==> src/rtl/arb_pkg.sv <==
// ----------------------------------------------------------------------------
// arb_pkg
//
// Purpose : shared types and helpers for the two-requester round-robin
//           arbiter (arb_rr_2) and its bench.
// Contents:
//   arb_state_t : FSM state encoding (IDLE, GRANT, RELEASE)
//   ARB_N       : number of requesters
//   arb_pick    : round-robin winner selection for a non-empty request vector
// ----------------------------------------------------------------------------
package arb_pkg;

    typedef enum logic [1:0] {
        IDLE    = 2'd0,
        GRANT   = 2'd1,
        RELEASE = 2'd2
    } arb_state_t;

    localparam int ARB_N = 2;

    // Winner among the active requesters.
    // A lone requester always wins. When both are active, prio breaks the tie.
    // The result is meaningless when req is all zeros, so the caller must
    // qualify it with |req.
    function automatic logic arb_pick(input logic [ARB_N-1:0] req,
                                      input logic             prio);
        logic w_pick;
        if (req[0] && req[1]) begin
            w_pick = prio;
        end else begin
            w_pick = req[1];
        end
        return w_pick;
    endfunction

endpackage

==> src/rtl/arb_rr_2_decoder_2to1.sv <==
// ----------------------------------------------------------------------------
// decoder_2to1
//
// Purpose : 1-bit select to one-hot decoder with a global enable. Produces
//           the arbiter's grant lines from the owner index.
// Ports   :
//   sel : in  1  index of the line to drive
//   en  : in  1  when low, both outputs are low
//   y0  : out 1  high when en && sel == 0
//   y1  : out 1  high when en && sel == 1
// ----------------------------------------------------------------------------
module decoder_2to1 (
    input  logic sel,
    input  logic en,
    output logic y0,
    output logic y1
);

    assign y0 = en & ~sel;
    assign y1 = en &  sel;

endmodule

==> src/rtl/arb_rr_2.sv <==
// ----------------------------------------------------------------------------
// arb_rr_2
//
// Purpose : round-robin arbiter for two requesters sharing one resource.
//           Grants are one-hot, there is always one dead cycle between
//           owners, and an owner that holds the resource for HOLD_MAX
//           cycles while the other requester waits is forced off.
//
// Handshake: there is no valid/ready pair here. req is a level: a requester
//           keeps its bit high for as long as it wants the resource. A grant
//           is visible in the cycle after the edge that sampled the request
//           and lasts until an exit condition is sampled. rel is only looked
//           at while a grant is active and is ignored otherwise.
//
// Parameters:
//   HOLD_MAX : contended grant length limit in cycles (>= 1)
//   CW       : hold-counter width, derived from HOLD_MAX
//
// Ports   :
//   clk       : in  1  rising-edge clock
//   rst       : in  1  asynchronous active-high reset
//   req       : in  2  request vector, bit i is requester i
//   rel       : in  1  owner's release strobe
//   gnt0      : out 1  grant to requester 0
//   gnt1      : out 1  grant to requester 1
//   owner     : out 1  current or most recent owner
//   busy      : out 1  state is not IDLE
//   preempt   : out 1  one-cycle pulse during RELEASE after a timeout exit
//   dbg_state : out 2  FSM state, for observation only
// ----------------------------------------------------------------------------
module arb_rr_2
    import arb_pkg::*;
#(
    parameter int HOLD_MAX = 8,
    parameter int CW       = $clog2(HOLD_MAX + 1)
) (
    input  logic             clk,
    input  logic             rst,
    input  logic [ARB_N-1:0] req,
    input  logic             rel,
    output logic             gnt0,
    output logic             gnt1,
    output logic             owner,
    output logic             busy,
    output logic             preempt,
    output arb_state_t       dbg_state
);

    localparam logic [CW-1:0] CNT_MAX = CW'(HOLD_MAX - 1);

    // ------------------------------------------------------------------
    // Registers
    // ------------------------------------------------------------------
    arb_state_t      r_state;
    logic            r_owner;
    logic            r_prio;
    logic [CW-1:0]   r_cnt;
    logic            r_preempt;

    // ------------------------------------------------------------------
    // Combinational decisions
    // ------------------------------------------------------------------
    logic            w_any_req;
    logic            w_winner;
    logic            w_other;
    logic            w_req_own;
    logic            w_req_oth;
    logic            w_timeout;
    logic            w_exit;
    logic            w_grant_en;

    assign w_any_req = |req;
    assign w_winner  = arb_pick(req, r_prio);
    assign w_other   = ~r_owner;
    assign w_req_own = req[r_owner];
    assign w_req_oth = req[w_other];

    // Timeout only matters when someone is actually waiting; without
    // contention the owner may keep the resource indefinitely.
    assign w_timeout = (r_cnt == CNT_MAX) && w_req_oth;
    assign w_exit    = rel || !w_req_own || w_timeout;

    // ------------------------------------------------------------------
    // FSM
    // ------------------------------------------------------------------
    always_ff @(posedge clk or posedge rst) begin
        if (rst) begin
            r_state   <= IDLE;
            r_owner   <= 1'b0;
            r_prio    <= 1'b0;
            r_cnt     <= '0;
            r_preempt <= 1'b0;
        end else begin
            // preempt is a pulse: it only survives the cycle it is set for.
            r_preempt <= 1'b0;

            case (r_state)
                IDLE, RELEASE: begin
                    // RELEASE arbitrates exactly like IDLE. Because prio was
                    // flipped away from the previous owner on exit, that
                    // owner only wins again when the other side is quiet.
                    if (w_any_req) begin
                        r_state <= GRANT;
                        r_owner <= w_winner;
                        r_cnt   <= '0;
                    end else begin
                        r_state <= IDLE;
                    end
                end

                GRANT: begin
                    if (w_exit) begin
                        r_state   <= RELEASE;
                        r_prio    <= w_other;
                        // Flag a preemption only when the timeout was the
                        // sole reason for leaving; a voluntary release or a
                        // dropped request on the same edge takes precedence.
                        r_preempt <= w_timeout && !rel && w_req_own;
                    end else if (r_cnt != CNT_MAX) begin
                        r_cnt <= r_cnt + CW'(1);
                    end
                end

                default: begin
                    r_state <= IDLE;
                end
            endcase
        end
    end

    // ------------------------------------------------------------------
    // Grant decode: registered state, combinational decode, no extra flop,
    // so an asynchronous reset clears the grants immediately.
    // ------------------------------------------------------------------
    assign w_grant_en = (r_state == GRANT);

    decoder_2to1 u_dec (
        .sel (r_owner),
        .en  (w_grant_en),
        .y0  (gnt0),
        .y1  (gnt1)
    );

    // ------------------------------------------------------------------
    // Outputs
    // ------------------------------------------------------------------
    assign owner     = r_owner;
    assign busy      = (r_state != IDLE);
    assign preempt   = r_preempt;
    assign dbg_state = r_state;

endmodule

==> config.mk <==
export PLATFORM = sky130hd
export DESIGN_NAME = arb_rr_2
export DESIGN_NICKNAME = d
export VERILOG_FILES = /design/src/rtl/arb_pkg.sv /design/src/rtl/arb_rr_2_decoder_2to1.sv /design/src/rtl/arb_rr_2.sv
export SDC_FILE = /design/constraint.sdc
export NUM_CORES = 1
export LEC_CHECK = 0
export ABC_CLOCK_PERIOD_IN_PS = 1400
export CAP_MARGIN = 20
export CORE_AREA = 3 3 40 42
export CTS_CLUSTER_DIAMETER = 150
export DETAILED_ROUTE_END_ITERATION = 16
export DIE_AREA = 0 0 43 45
export DONT_BUFFER_PORTS = 1
export PLACE_DENSITY = 0.62
export SYNTH_ARGS = -nofsm -noshare
export SYNTH_HDL_FRONTEND = slang
export SYNTH_SLANG_ARGS = --single-unit
==> constraint.sdc <==
create_clock -name clk -period 1.4 [get_ports clk]
set_clock_uncertainty 0.2 [all_clocks]
set_input_delay 0.14 -clock clk [delete_from_list [all_inputs] [get_ports clk]]
set_output_delay 0.14 -clock clk [all_outputs]
set_load 0.01 [all_outputs]
# == After elaboration in Yosys (flattened, before gate mapping) ==
# Cells that the tools add are included.
# classes
add_sub_neg,1
n_eq_ne,8
reduce_logical,16
magnitude_cmp,2
bitwise,3
mux,14
# op_table
operator,count
$mux 4,3
$mux 1,8
$ne 2x2->1 const B,4
$pmux 4 s2,1
$add 4x1->4 const B,1
$eq 4x3->1 const B,1
$logic_and 1x1->1,4
$lt 1x2->1 const B,2
$ne 4x3->1 const B,1
$pmux 2 s2,1
$reduce_and 2->1,2
$reduce_and 4->1,1
$reduce_bool 2->1,2
$reduce_or 2->1,2
$and 1x1->1,2
$eq 2x1->1 const B,1
$eq 2x2->1 const B,1
$logic_not 1->1,2
$logic_not 2->1,1
$logic_or 1x1->1,2
$mux 2,1
$not 1->1,1
# word_totals
word_cells,49
in_bits,5
ff_bits,9
output_inout_bits,7

# == Logic depth before layout (Yosys ltp) ==
# Gate-level depths: netlist of the first run.
# depth
ltp_word,8
mapped_depth,4
ltp_nobuf,4

# == Hierarchy ==
# A second synthesis of the first run with hierarchy kept.
# hier_totals
cells_unflattened,47
area_unflattened_um2,484.2
# by_module_without_submodules
module,cells_per_inst,area_per_inst_um2,instances,seq_area_each_um2
arb_rr_2,45,467.9,1,225.2
decoder_2to1,2,16.3,1,0.0

# == Worst setup path after synthesis of the first run ==
# No wires, ideal clock.
# synth_path
kind,register to register
start,"reg r_owner, in the netlist owner"
end,reg r_cnt[2]
slack_ns,-0.101
path_buffers,0
arrival_time_ns,1.175
setup_ns,0.126
period_less_slack_ns,1.501
stages_incl_launch_ff,4
t_required_ns,1.074
cell_sequence,dfrtp_1 > mux2_4 > a31o_2 > o311a_1
# synth_via
elab_chain_cells,7
elab_cells_between_ends,10
classes_between,1 x eq/ne; 4 x mux; 5 x reduce/logical
# synth_lines
element,line_no,text
"start, declared",arb_rr_2.sv:55,logic r_owner;
"start signal, assigned",arb_rr_2.sv:104,r_owner <= w_winner;
$mux 1 (implied by the code) (2 in series),arb_rr_2.sv:75,assign w_req_own = req[r_owner];
$logic_not 1->1,arb_rr_2.sv:81,assign w_exit = rel || !w_req_own || w_timeout;
$logic_or 1x1->1,arb_rr_2.sv:81,
$logic_or 1x1->1 (*),arb_rr_2.sv:81,
$ne 2x2->1 (no line) (*),-,
$reduce_and 4->1 (no line) (*),-,
"end signal, assigned",arb_rr_2.sv:120,r_cnt <= r_cnt + CW'(1);
"end, declared",arb_rr_2.sv:57,logic [CW-1:0] r_cnt;
# Mark *: on every way between the ends. The rest lies on a longest branch, timed or not. The select of a mux whose other input is x is not followed.
# A chain may end at the register's enable or synchronous reset.

# == Final worst setup path of the first run ==
# layout_path
start,reg r_cnt[0]
end,reg r_cnt[2]
# layout_via
elab_chain_cells,5
elab_cells_between_ends,11
classes_between,1 x add/sub; 4 x eq/ne; 3 x mux; 3 x reduce/logical
# layout_lines
element
"parallel branches: the longest is 5 deep, another holds $add 4x1->4"
# Several ways; the timed one is not identified. The select of a mux whose other input is x is not followed.

==> out/results.txt, run 1 <==
Status: finished with violations
Failing checks: hold timing, setup timing
Flop2flop setup slack: -80 ps
GRT overflow: 0
Combinational share of power: 51.7%
CP most frequent cell: buf_4
Seq cells post-synth: 9
Seq pwr share: 32.7%
Register area share after synthesis: 44.7%
Max Cap Viol: 0
CTS sink cnt: 9
Clock Power Share: 15.6%
Rows: 13
Wl on met1: 461 um
Peak VDD IR: 950 uV
Avg WL per Cell: 14.1 um
Mapped Area: 504 sq um
Hold Path End: preempt$_DFF_PP0_
Hold_buf cts: 4
Total I/O pin count: 12
Remaining antenna violation count: 0
TritonRoute pass-1 iters: 4
Min Tclk post-route: 1480 ps
Worst Setup Slack, final: -76.0 ps
Syn Nets: 57
Initial antenna violation count: 0
Power Density: 1750 nW/um^2
Final core occ: 57.3%
Switching power: 0.503 mW
RSZ-0062 raised after global routing: yes
Gpl congestion: 0.724
Crit Reg-Reg Endpoint: r_cnt[2]$_DFFE_PP0P_
Worst-margin pin slew: 359 ps
# diodes: 0
Yosys top cell area share: 44.7%
Worst R2R Start: r_cnt[0]$_DFFE_PP0P_
Nets: 77
Clock latency on the worst-skew pair: 260 ps
Starting Density: 39.2%
Die Height: 45 um
Mean Syn Cell Area: 9.89 sq um
Crit path kind: flop to flop
Final worst path period share: 105%
DR vias/cell: 5.44
# fillers: 112
R2R cell count: 5
Final wirelength: 1200 um
HP Class: primary input to flop
Worst Hold Launch: rel
Wire length on met3: 71 um
CTS Buf Count: 3
Slew Limit Headroom: 76.0%
Area Overhead vs Synth: 45.9%
Critical Path, Cell by Cell: ha_2 -> buf_4 -> buf_4 -> a31o_4 -> o311a_1
First-pass GRT wire length: 1890 um
Top layer in use: met4
Final hold slack: -45.9 ps
Largest net degree at the start of global routing: 10
Port Buf Inserts: 0
Crit-path max cell delay: 390 ps
CP required: 1350 ps
Top delay family on crit path: flip-flops
CTS tree: done
CP max-delay cell: dfrtp_1
Yosys warning total: 0
Clk buf depth: 2
Gr usage total: 13.7%
Final Max Tran Viols: 0
Share of layout cells above drive strength 1: 40.0%
Post-Synthesis Cells: 51
Synth unique cells: 24
Crit path capture type: flop
Top cells by area, synth: dfrtp_1, mux2i_1, inv_1, nand2_1, nor3b_4
Die span in x: 43 um
LEAKAGE: 0.368 nW
Internal: 0.782 mW
# DRC: 0
H-tree depth: 1
Arr. time, crit path: 1420 ps
Max Clk Rate: 0.678 GHz
Design Power: 1.29 mW
Initial drt markers: 5
Worst-path maximum fanout: 2
CTS root buf: clkbuf_4
Hold Crit Depth: 4
Final setup fails: 6
Vias in the first global route: 430
Core area: 1280 sq um
Die area: 1940 sq um
HPWL after DPL: 839 um
Reg clk slew, reported paths: 60 ps
Switching part of the total: 39.2%
Setup TNS Final: -233 ps
Hold Violations, Final: 5
Critical path buffers and inverters: 2
Critical path startpoint category: flop
Vias: 462
Synth area leader: dfrtp_1
Metal2 WL: 656 um
-- logic make-up (layout without fill, tap and decap cells) --
group / after synthesis / after routing / share of synthesized area [%]
buffers and inverters: 6 / 25 / 4.47
adder cells (fa/ha/maj): 1 / 1 / 2.48
AO/OA/AOI/OAI: 10 / 10 / 14.6
flip-flops: 9 / 9 / 44.7
AND/OR/NAND/NOR: 20 / 20 / 22.8
multiplexers: 5 / 5 / 10.9
-- synthesized netlist by cell type --
cell	n
inv_1	6
nor2_1	4
o21bai_1	1
or2_2	1
o32ai_1	1
nor3b_4	1
nand2_4	1
o311a_1	1
a31o_2	1
mux2i_1	4
mux2_4	1
a21oi_1	2
dfrtp_1	9
nand3_1	2
nand2b_1	2
nand2_1	6
o31ai_1	1
nand3b_1	1
o21ai_0	1
a31oi_1	1
nor3_1	1
o211a_1	1
ha_1	1
and3_1	1
-- registers in the layout (all words and copies together), names as in the netlist --
signal,count
preempt,1
owner,1
r_cnt,4
r_prio,1
dbg_state,2
-- worst max path at each step --
| stage | cells past startpoint | endpoint | from |
|---|---|---|---|
| floorplan | 4 | r_prio$_DFFE_PP0P_ | r_cnt[0]$_DFFE_PP0P_ |
| global placement | 3 | r_cnt[2]$_DFFE_PP0P_ | dbg_state[0]$_DFFE_PP0P_ |
| detailed placement | 4 | r_prio$_DFFE_PP0P_ | r_cnt[0]$_DFFE_PP0P_ |
| CTS | 3 | r_cnt[1]$_DFFE_PP0P_ | owner$_DFFE_PP0P_ |
| global route | 4 | r_prio$_DFFE_PP0P_ | r_cnt[1]$_DFFE_PP0P_ |
| finish | 5 | r_cnt[2]$_DFFE_PP0P_ | r_cnt[0]$_DFFE_PP0P_ |
-- stage by stage --
step                setup slack [ps]  instances  hold slack, ps  instance area [sq um]
floorplan                      -44.9         51            -232                    517
CTS                            -43.7         84           -52.2                    706
global route                    -128         85           -51.3                    736
finish                         -76.0         85           -45.9                    736
global placement               -30.7         75            -175                    603
detailed placement             -35.1         75            -176                    603
-- final cells by class --
type / count / area [sq um] / share of cell area [%]
clock buffers: 4 / 26.3 / 3.57
inverters: 6 / 22.5 / 3.06
multi-input cells: 36 / 307 / 41.7
flip-flops and latches: 9 / 228 / 31.0
well taps: 15 / 18.8 / 2.55
repair buffers: 15 / 134 / 18.2
-- placed cells by master, fill, tap and decap left out --
master	instances
nand3_1	2
mux2i_1	4
or2_4	1
o31ai_1	1
inv_1	6
buf_6	3
mux2_4	1
nor2_2	1
nand3b_1	1
nand2_1	6
nand2_4	1
nand2b_1	1
o21ai_1	1
buf_4	8
o211a_1	1
o311a_1	1
a31oi_1	1
nor2_4	2
nor2_1	1
and3_1	1
ha_2	1
nor3_1	1
dlygate4sd3_1	4
clkbuf_4	3
nand2b_4	1
o21bai_2	1
dfrtp_1	7
dfrtp_2	2
clkbuf_1	1
a31o_4	1
nor3b_4	1
a21oi_1	2
o32ai_2	1
-- repair_timing --
| item | in CTS | in global routing |
|---|---|---|
| pin swaps | 2 | 5 |
| setup endpoints to repair | 9 | 10 |
| resized for setup | 9 | 6 |
| endpoints found under the hold margin | 17 | 4 |
| buffers inserted | 1 | 1 |
-- power by group through the flow --
stage          Combinational (mW)  Clock, mW  Sequential [mW]
5_1_grt                     0.724      0.224            0.433
3_5_place_dp                0.486          0            0.416
2_1_floorplan               0.292          0            0.439
4_1_cts                     0.605      0.207            0.416
6_report                    0.664      0.200            0.421
3_3_place_gp                0.476          0            0.412
-- layer usage --
layer	track usage [%]	vias up
met3	7.97	2
met4	1.81	0
met1	13.7	225
li1	-	224
met2	25.4	11
met5	0	-
-- worst register-to-register path, cell delays in order (launching register included) --
cell     delay (ps)
dfrtp_1         390
ha_2            190
buf_4           130
buf_4           130
a31o_4          210
o311a_1         110
Note: power is estimated with default switching activity, not from simulation.
==> run 2, diff against run 1 <==
- ABC_AREA: not set -> 1
- REMOVE_ABC_BUFFERS: not set -> 1
==> run 2 against run 1 <==
  * The run ends with setup timing left
  * Synthesized cell count up 31%
  * Die area did not move
  * Setup slack worse by 7.4 ps
  * Sequential share of layout area fell by 2.0 points
  * Global-route usage rose by 2.3 points
  * Cell count is 27% higher
  * Clock power increased by 2%
  * Critical path depth up 3
  * Power up 16%
  * Largest cell class unchanged
  * Largest power group unchanged
  * Highest routed layer unchanged
==> out/results.txt, run 2 <==
Worst R2R Start: r_cnt[0]$_DFFE_PP0P_
Max Cap Viol: 0 (unchanged)
Post-Place Setup Slack: -130 ps (-95.2 ps)
Crit-path max cell delay: 370 ps (-20 ps)
Met1 Track Usage GR: 18.1% (+4.4 points)
Most used DFF post-synth: dfrtp_1
Area Overhead vs Synth: 54.7%
CTS sink cnt: 9 (unchanged)
HP Class: primary input to flop
Max Clk Rate: 0.674 GHz (-0.50%)
Initial drt markers: 3 (-2)
First-pass GRT wire length: 2260 um (+19%)
Final wirelength: 1330 um (+11%)
Seq pwr share: 27.7% (-5.0 points)
Worst-margin pin slew: 359 ps (-0.311 ps)
CP required: 1350 ps (about the same)
CTS Buf Count: 3 (unchanged)
Synth unique cells: 17 (-29%)
Port Buf Inserts: 0 (unchanged)
Die span in x: 43 um (unchanged)
Grt met3 use: 7.17% (-0.80 points)
Slew Limit Headroom: 76.1% (about the same)
Arr. time, crit path: 1440 ps (+20 ps)
Design Power: 1.49 mW (+16%)
Most frequent cells in the layout: nand2_1, buf_4, inv_1, dfrtp_1, nor2_1
Switching power: 0.644 mW (+28%)
Top-count cell post-synth: nand2_1
Core area: 1280 sq um (unchanged)
Peak VDD IR: 794 uV (-16%)
Critical path startpoint category: flop
Vias in the first global route: 513 (+19%)
Total I/O pin count: 12 (unchanged)
CP most frequent cell: nand2_2
Mean Syn Cell Area: 7.54 sq um (-24%)
Initial antenna violation count: 0 (unchanged)
CTS root buf: clkbuf_4
Flop2flop setup slack: -80 ps (about the same)
Die area: 1940 sq um (unchanged)
Top cells by count, synth: nand2_1, dfrtp_1, inv_1
Mapped Area: 505 sq um (+0.25%)
Critical Path, Cell by Cell: ha_2 -> nand2_2 -> nor2_4 -> nand2_2 -> nand2_2 -> nand2_4 -> nand3_1 -> nand2_1
Internal: 0.850 mW (+8.7%)
CTS tree: done
Switching part of the total: 43.1% (+3.9 points)
# DRC: 0 (unchanged)
# fillers: 110 (-1.8%)
Post-Synthesis Cells: 67 (+31%)
Final setup fails: 5 (-1)
Combinational share of power: 58.6% (+6.9 points)
Die Height: 45 um (unchanged)
# diodes: 0 (unchanged)
Gpl congestion: 0.894 (+24%)
Worst-path maximum fanout: 7 (+5)
Gr usage total: 16.1% (+2.3 points)
Min Tclk post-route: 1480 ps (+7.43 ps)
Max FFs per register: 4 (unchanged)
Met2 Use GR: 27.2% (+1.8 points)
Worst Setup Slack, final: -83.4 ps (-7.43 ps)
RSZ-0062 raised after global routing: yes
Starting Density: 39.3% (+0.097 points)
Final hold slack: 19.0 ps (+64.8 ps)
GRT overflow: 0 (unchanged)
Top cells by area, synth: dfrtp_1, nand2_1, inv_1, nor2_1, nand2_4
HPWL after DPL: 878 um (+4.6%)
Clock latency on the worst-skew pair: 260 ps (about the same)
Clock Power Share: 13.7% (-1.9 points)
Fraction of registers with async set/reset: 100% (unchanged)
Seq cells post-synth: 9 (unchanged)
Register area share after synthesis: 44.6% (-0.11 points)
CP max-delay cell: dfrtp_1
H-tree depth: 1 (unchanged)
Crit path kind: flop to flop
Status: finished with violations
Final worst path period share: 106% (+0.53 points)
Hold Violations, Final: 0 (-5)
Final Max Tran Viols: 0 (unchanged)
Avg WL per Cell: 12.3 um (-13%)
Yosys warning total: 0 (unchanged)
Synth area leader: dfrtp_1
Nets: 100 (+30%)
Post-synth EDFFs: 0 (unchanged)
Rows: 13 (unchanged)
Share of layout cells above drive strength 1: 41.9% (+1.9 points)
TritonRoute pass-1 iters: 4 (unchanged)
Crit path capture type: flop
Yosys top cell area share: 44.6% (-0.11 points)
Reg with most FFs: r_cnt
Worst Hold Launch: req[0]
LEAKAGE: 0.414 nW (+12%)
Reg clk slew, reported paths: 60 ps (about the same)
DR vias/cell: 4.74 (-13%)
Vias: 512 (+11%)
Critical path startpoint: r_cnt[0]$_DFFE_PP0P_
Remaining antenna violation count: 0 (unchanged)
Global route hottest layer: met2
Failing checks: setup timing
Largest net degree at the start of global routing: 10 (unchanged)
Power Density: 1910 nW/um^2 (+9.4%)
Clk buf depth: 2 (unchanged)
-- run 2: cell count changes after synthesis, sizes merged, moves of 2 or more --
| cell | previous run | this run |
|---|---|---|
| nand2 | 7 | 24 |
| nor2 | 4 | 9 |
| o21ai | 1 | 6 |
| inv | 6 | 10 |
| mux2i | 4 | 0 |
| a21oi | 2 | 0 |
| nand2b | 2 | 0 |
| nand3 | 2 | 4 |
-- run 2: per-layer routing --
layer  vias up  routed length [um]
met1       228                 538
met2        19                 675
met4         0                   9
met5         -                   0
li1        263                   -
met3         2                 109
-- run 2: power groups by stage --
stage / combinational [mW] / clock [mW] / sequential, mW
2_1_floorplan: 0.363 / 0 / 0.424
3_3_place_gp: 0.585 / 0 / 0.402
3_5_place_dp: 0.600 / 0 / 0.407
4_1_cts: 0.714 / 0.214 / 0.417
5_1_grt: 0.972 / 0.224 / 0.425
6_report: 0.875 / 0.205 / 0.414
-- run 2: kinds of logic (layout without fill, tap and decap cells) --
kind of cell | Yosys count | in the layout | synth area share [%]
compound gates | 6 | 6 | 6.68
fa+ha+maj | 1 | 1 | 2.47
buf+inv | 10 | 36 | 7.42
flops | 9 | 9 | 44.6
simple gates | 41 | 41 | 38.9
-- run 2: final timing paths --
kind	endpoint	cells after the start
setup / recovery	r_cnt[2]$_DFFE_PP0P_	8
hold / removal	preempt$_DFF_PP0_	2
setup reg to reg	r_cnt[2]$_DFFE_PP0P_	8
hold reg to reg	r_prio$_DFFE_PP0P_	2
max in group asynchronous	owner$_DFFE_PP0P_	2
min in group asynchronous	dbg_state[0]$_DFFE_PP0P_	2
-- run 2: what timing repair did --
item / CTS / global route
resized for setup: 11 / 5
pin swaps: 3 / 5
setup endpoints to repair: 8 / 11
endpoints found under the hold margin: 11 / 0
hold buffers: 4 / 0
buffers inserted: 2 / 7
-- run 2: cell type report --
class / count / area [sq um] / area share, %
Timing Repair Buffer: 22 / 179 / 22.9
Multi-Input combinational cell: 48 / 294 / 37.6
Clock buffer: 4 / 26.3 / 3.36
Tap cell: 15 / 18.8 / 2.40
Sequential cell: 9 / 226 / 29.0
Inverter: 10 / 37.5 / 4.80
-- run 2: through the flow --
step | TNS (ps) | std cells | cell area, sq um | util [%]
floorplan | -119 | 67 | 505 | -
global placement | -223 | 91 | 592 | 46.1
detailed placement | -509 | 91 | 592 | 46.1
CTS | -418 | 101 | 717 | 55.8
global route | -923 | 108 | 782 | 60.9
finish | -373 | 108 | 782 | 60.9
-- run 2: critical path: cells and delay by family (launching register included) --
kind / cells / cell delay (ps)
AND/OR/NAND/NOR: 7 / 580
adder cells (fa/ha/maj): 1 / 210
flip-flops: 1 / 370
